===== src/rtl/mux_4to1.sv =====
// ============================================================================
// Module   : mux_4to1
// Brief    : Registered 4-to-1 lane selector with valid qualifier.
// Revision : 1.0 - initial release
// ============================================================================
`default_nettype none

module mux_4to1 #(
    parameter int DATA_W = 32,
    parameter int NUM_IN = 4
) (
    input  logic                       clk,
    input  logic                       rst_n,
    input  logic [NUM_IN*DATA_W-1:0]   In,
    input  logic [1:0]                 Sel,
    input  logic                       in_valid,
    output logic [DATA_W-1:0]          Out,
    output logic                       out_valid
);

    logic [DATA_W-1:0] w_lane [NUM_IN];
    logic [DATA_W-1:0] w_sel_lane;

    logic [DATA_W-1:0] out_d;
    logic [DATA_W-1:0] out_q;
    logic              valid_d;
    logic              valid_q;

    for (genvar k = 0; k < NUM_IN; k++) begin : g_lane
        assign w_lane[k] = In[k*DATA_W +: DATA_W];
    end

    assign w_sel_lane = w_lane[Sel];

    // Out holds its last capture across idle cycles; only the qualifier drops.
    always_comb begin
        out_d   = out_q;
        valid_d = in_valid;
        if (in_valid) begin
            out_d = w_sel_lane;
        end
    end

    always_ff @(posedge clk or negedge rst_n) begin
        if (!rst_n) begin
            out_q   <= '0;
            valid_q <= 1'b0;
        end else begin
            out_q   <= out_d;
            valid_q <= valid_d;
        end
    end

    assign Out       = out_q;
    assign out_valid = valid_q;

endmodule

`default_nettype wire


===== config.mk =====
export PLATFORM = sky130hd
export DESIGN_NAME = mux_4to1
export DESIGN_NICKNAME = d
export VERILOG_FILES = /design/src/rtl/mux_4to1.sv
export SDC_FILE = /design/constraint.sdc
export NUM_CORES = 1
export LEC_CHECK = 0
export BUFFER_PORTS_ARGS = -buffer_cell sky130_fd_sc_hd__clkbuf_2
export CELL_PAD_IN_SITES_DETAIL_PLACEMENT = 0
export CELL_PAD_IN_SITES_GLOBAL_PLACEMENT = 2
export CORE_MARGIN = 4
export CORE_UTILIZATION = 21
export CTS_CLUSTER_DIAMETER = 30
export DETAILED_ROUTE_END_ITERATION = 10
export PLACE_DENSITY = 0.72
export SYNTH_ARGS = -nofsm -noshare
export SYNTH_HDL_FRONTEND = slang
export SYNTH_SLANG_ARGS = --single-unit
export TNS_END_PERCENT = 20

===== constraint.sdc =====
create_clock -name clk -period 0.8 [get_ports clk]
set_clock_uncertainty 0.2 [all_clocks]
set_input_delay 0.16 -clock clk [delete_from_list [all_inputs] [get_ports clk]]
set_output_delay 0.16 -clock clk [all_outputs]
set_load 0.05 [all_outputs]

Word-level counts from Yosys, hierarchy flattened
Index checks and enable logic that the tools add are counted.
- flip-flop bits (word level): 33
- input port bits: 133
- output and inout bits: 33
- logic and storage cells: 7
- order comparisons: 1
- multiplexer cells: 3
- bitwise gates (word level): 1
- operator list (kind ; number):
    32-bit binary-select mux with 2-bit select ; 1
    32-bit two-way mux ; 2
    3-bit greater-or-equal comparator, second input constant ; 1
    2-bit NOT with 3-bit output ; 1

Longest topological paths before layout
- depth in word-level cells: 4
- gate-level depth with buffers: 4
- gate-level depth less buffers: 2

Worst setup path before layout
Ideal clock, no wire load.
- path kind: input port to flip-flop
- start point: in Sel[0]
- end point: reg out_q[0] (netlist: Out[0])
- setup time: 133 ps
- data arrival time: 797 ps
- required time: 467 ps
- slack: -330 ps
- stages on the path: 4
- buffers on the path: 2
- cell sequence: buf_6 > buf_8 > mux2i_1 > o221ai_2
- longest elaborated chain between the ends: 4
- ends and longest elaborated chain (what ; line ; text):
    from (decl) ; 15 ; input logic [1:0] Sel,
    2-bit NOT with 3-bit output (not written as such) ; 33 ; assign w_sel_lane = w_lane[Sel];
    32-bit binary-select mux with 2-bit select ; 33 ;
    32-bit two-way mux (not written as such) (2 in series) ; 33 ;
    to (signal assigned) ; 49 ; out_q <= out_d;
    to (decl) ; 25 ; logic [DATA_W-1:0] out_q;
No other way between the ends. The select of a mux whose other input is x is not followed.
A chain may end at the register's enable or synchronous reset.

Final worst setup path
- start point: reg out_q[27] (netlist: Out[27])
- end point: out Out[27]
- RTL lines (what ; line ; text):
    to (decl) ; 17 ; output logic [DATA_W-1:0] Out,
No word-level cell between the ends.

==> results.yml <==
cts:
  clk_pin_slew_ns: 0.07
  clockRootBuffer: "clkbuf_8"
  cts_buffers: 5
  cts_tree: "built"
  clkSinkCount: 33
  clk_path_buf_depth: 2
  htreeDepth: 2
  worstSkewPairLatency_ns: 0.27
  cts_hold_buf: 1
global_route:
  grt_pass1_wl_um: 11700
  track_usage: 0.114
  grt_max_degree: 34
  grt_pass1_vias: 2425
  grt_antenna_before_repair: 0
  grt.overflow.total: 0
sta:
  fmax_mhz: 816
  fin_crit_sh: 1.53
  rsz0062_at_grt: "true"
  layout_setup_ws_ns: -0.425
  relSlewSlack: 0.844
  setup_violations: 65
  final_hold_viol_count: 28
  fin_hold_ws_ns: -0.0245
  max_slew.worst_pin.slew_ns: 0.228
  slew_viol_final: 0
  layout_min_cycle_time_ns: 1.22
  setup_tns_ns: -17.54
cells_and_area:
  drive_above_1_share: 0.740
  layout_commonest_cell: "clkbuf_2"
  mostFrequentLayoutCells: "clkbuf_2, mux2i_1, dfrtp_2, o221ai_2, buf_8"
  antennaDiodeCount: 0
  area_growth_syn_to_layout_pct: 69.2
  nets: 483
  final_cells: 486
power_and_ir_drop:
  leakage_nw: 1.87
  power_density_mw_per_mm2: 1580
  vdd_drop_max_uv: 610
outcome:
  status: "finished, violations left"
  violations: "negative hold slack, negative setup slack"
critical_path:
  critPathMaxFanout: 2
  cp_num_buf_inv: 1
  worstSetupPathType: "reg -> out"
  cpPeakStageDelay_ns: 0.41
  worstPathCellList: "clkbuf_16"
  cp-end-kind: "output port"
  crit_family: "flip-flops"
  crit_path_top_delay_cell: "dfrtp_2"
  arrival_ns: 0.86
  critPathRequiredTime_ns: 0.44
  start_kind: "flop"
synth:
  yosys.cell_types.count: 12
  netlist.area_leader.share: 0.359
  synth_area_leaders: "dfrtp_1, mux2i_1, o221ai_2, nand2b_1, buf_8"
  avgSynthCellArea_sq_um: 12.8
  synth_nets: 312
  synth_area_sq_mm: 0.00230
  synth_seq_cells: 33
  synth_top_area_cell: "dfrtp_1"
  synth_cells: 179
  synth_warnings: 0
  yosysSeqAreaShare: 0.359
floorplanning:
  core_area_sq_mm: 0.0105
  core.rowCount: 37
  die_h_um: 113
  initial_core_util: 0.219
  io_pins: 166
  dieArea_sq_mm: 0.0127
  die_w_um: 113
detailed_routing:
  drtPass1Iterations: 4
  drc: 0
  routed_wl_um: 7250
  wire_per_inst_um: 14.9
  vias_per_cell: 4.28
  vias: 2081
  dr.first_iter.drc_count: 37
  antenna_left: 0
placed_design:
  dp.cells: 474
  place_ws_ns: -0.507
  hpwlAfterDp_um: 5660
  globalplace.congestion: 0.777
  port_buffers: 165
min_path:
  hold_path.class: "in -> reg"
flow_run:
  cap_violations: 0
[cell families (layout without fill, tap and decap cells)]
| family | count (synthesis) | after routing | share of synthesized area |
|---|---|---|---|
| compound gates | 32 | 32 | 0.203 |
| buf+inv | 16 | 187 | 0.0675 |
| flops | 33 | 33 | 0.359 |
| mux | 64 | 64 | 0.279 |
| simple gates | 34 | 34 | 0.0914 |
[report_power, final]
part	internal, mW	switching (mW)
Sequential	1.91	0.202
Combinational	1.31	1.42
Clock	0.683	0.599
[flip-flops by register name (all words and copies together) (netlist names)]
register / count
Out: 32
out_valid: 1
[cell type report]
| class | count | area (sq um) |
|---|---|---|
| clock buffers | 7 | 86.3 |
| fillers | 1006 | 6620 |
| multi-input cells | 130 | 1380 |
| flip-flops and latches | 33 | 866 |
| well taps | 136 | 170 |
| repair buffers | 180 | 1390 |
[cells in the mapped netlist]
| cell type | instances |
|---|---|
| buf_12 | 1 |
| buf_2 | 3 |
| buf_4 | 3 |
| buf_6 | 1 |
| buf_8 | 5 |
| clkbuf_1 | 3 |
| dfrtp_1 | 33 |
| mux2i_1 | 64 |
| nand2_1 | 1 |
| nand2b_1 | 33 |
| o221ai_1 | 2 |
| o221ai_2 | 30 |
[through the flow]
step                power [mW]  hold WS, ns  area, sq um   util
finish                    6.13      -0.0245         3890  0.370
global route              6.48      -0.0249         3890  0.370
CTS                       6.03      -0.0388         3760  0.358
detailed placement        4.29      -0.0500         3350  0.319
global placement          4.28      -0.0519         3350  0.319
floorplan                 3.54       -0.336         2350      -
[timing repair]
item / in CTS / in global routing
setup buffers: 1 / 3
setup endpoints to repair: 65 / 98
gates resized for setup: 69 / 43
endpoints found under the hold margin: 62 / 16
[routing by layer]
metal,wire length [um],up-vias,GRT usage
li1,-,1036,-
met1,3120,935,0.146
met2,3390,104,0.188
met3,669,6,0.0372
met4,70,0,0.0272
met5,0,-,0
[path summary, 6_finish.rpt]
kind,slack [ns],start,endpoint,cells after the start
max in group asynchronous,0.02,rst_n,Out[2],3
min in group asynchronous,0.17,rst_n,Out[26],3
worst max-delay path,-0.42,Out[27],Out[27],1
worst min register to register,0.32,Out[21],Out[21],2
worst max register to register,-0.21,Out[27],Out[27],3
worst min-delay path,-0.02,In[23],Out[23],3
No activity file was read; power rests on OpenSTA's default activity.
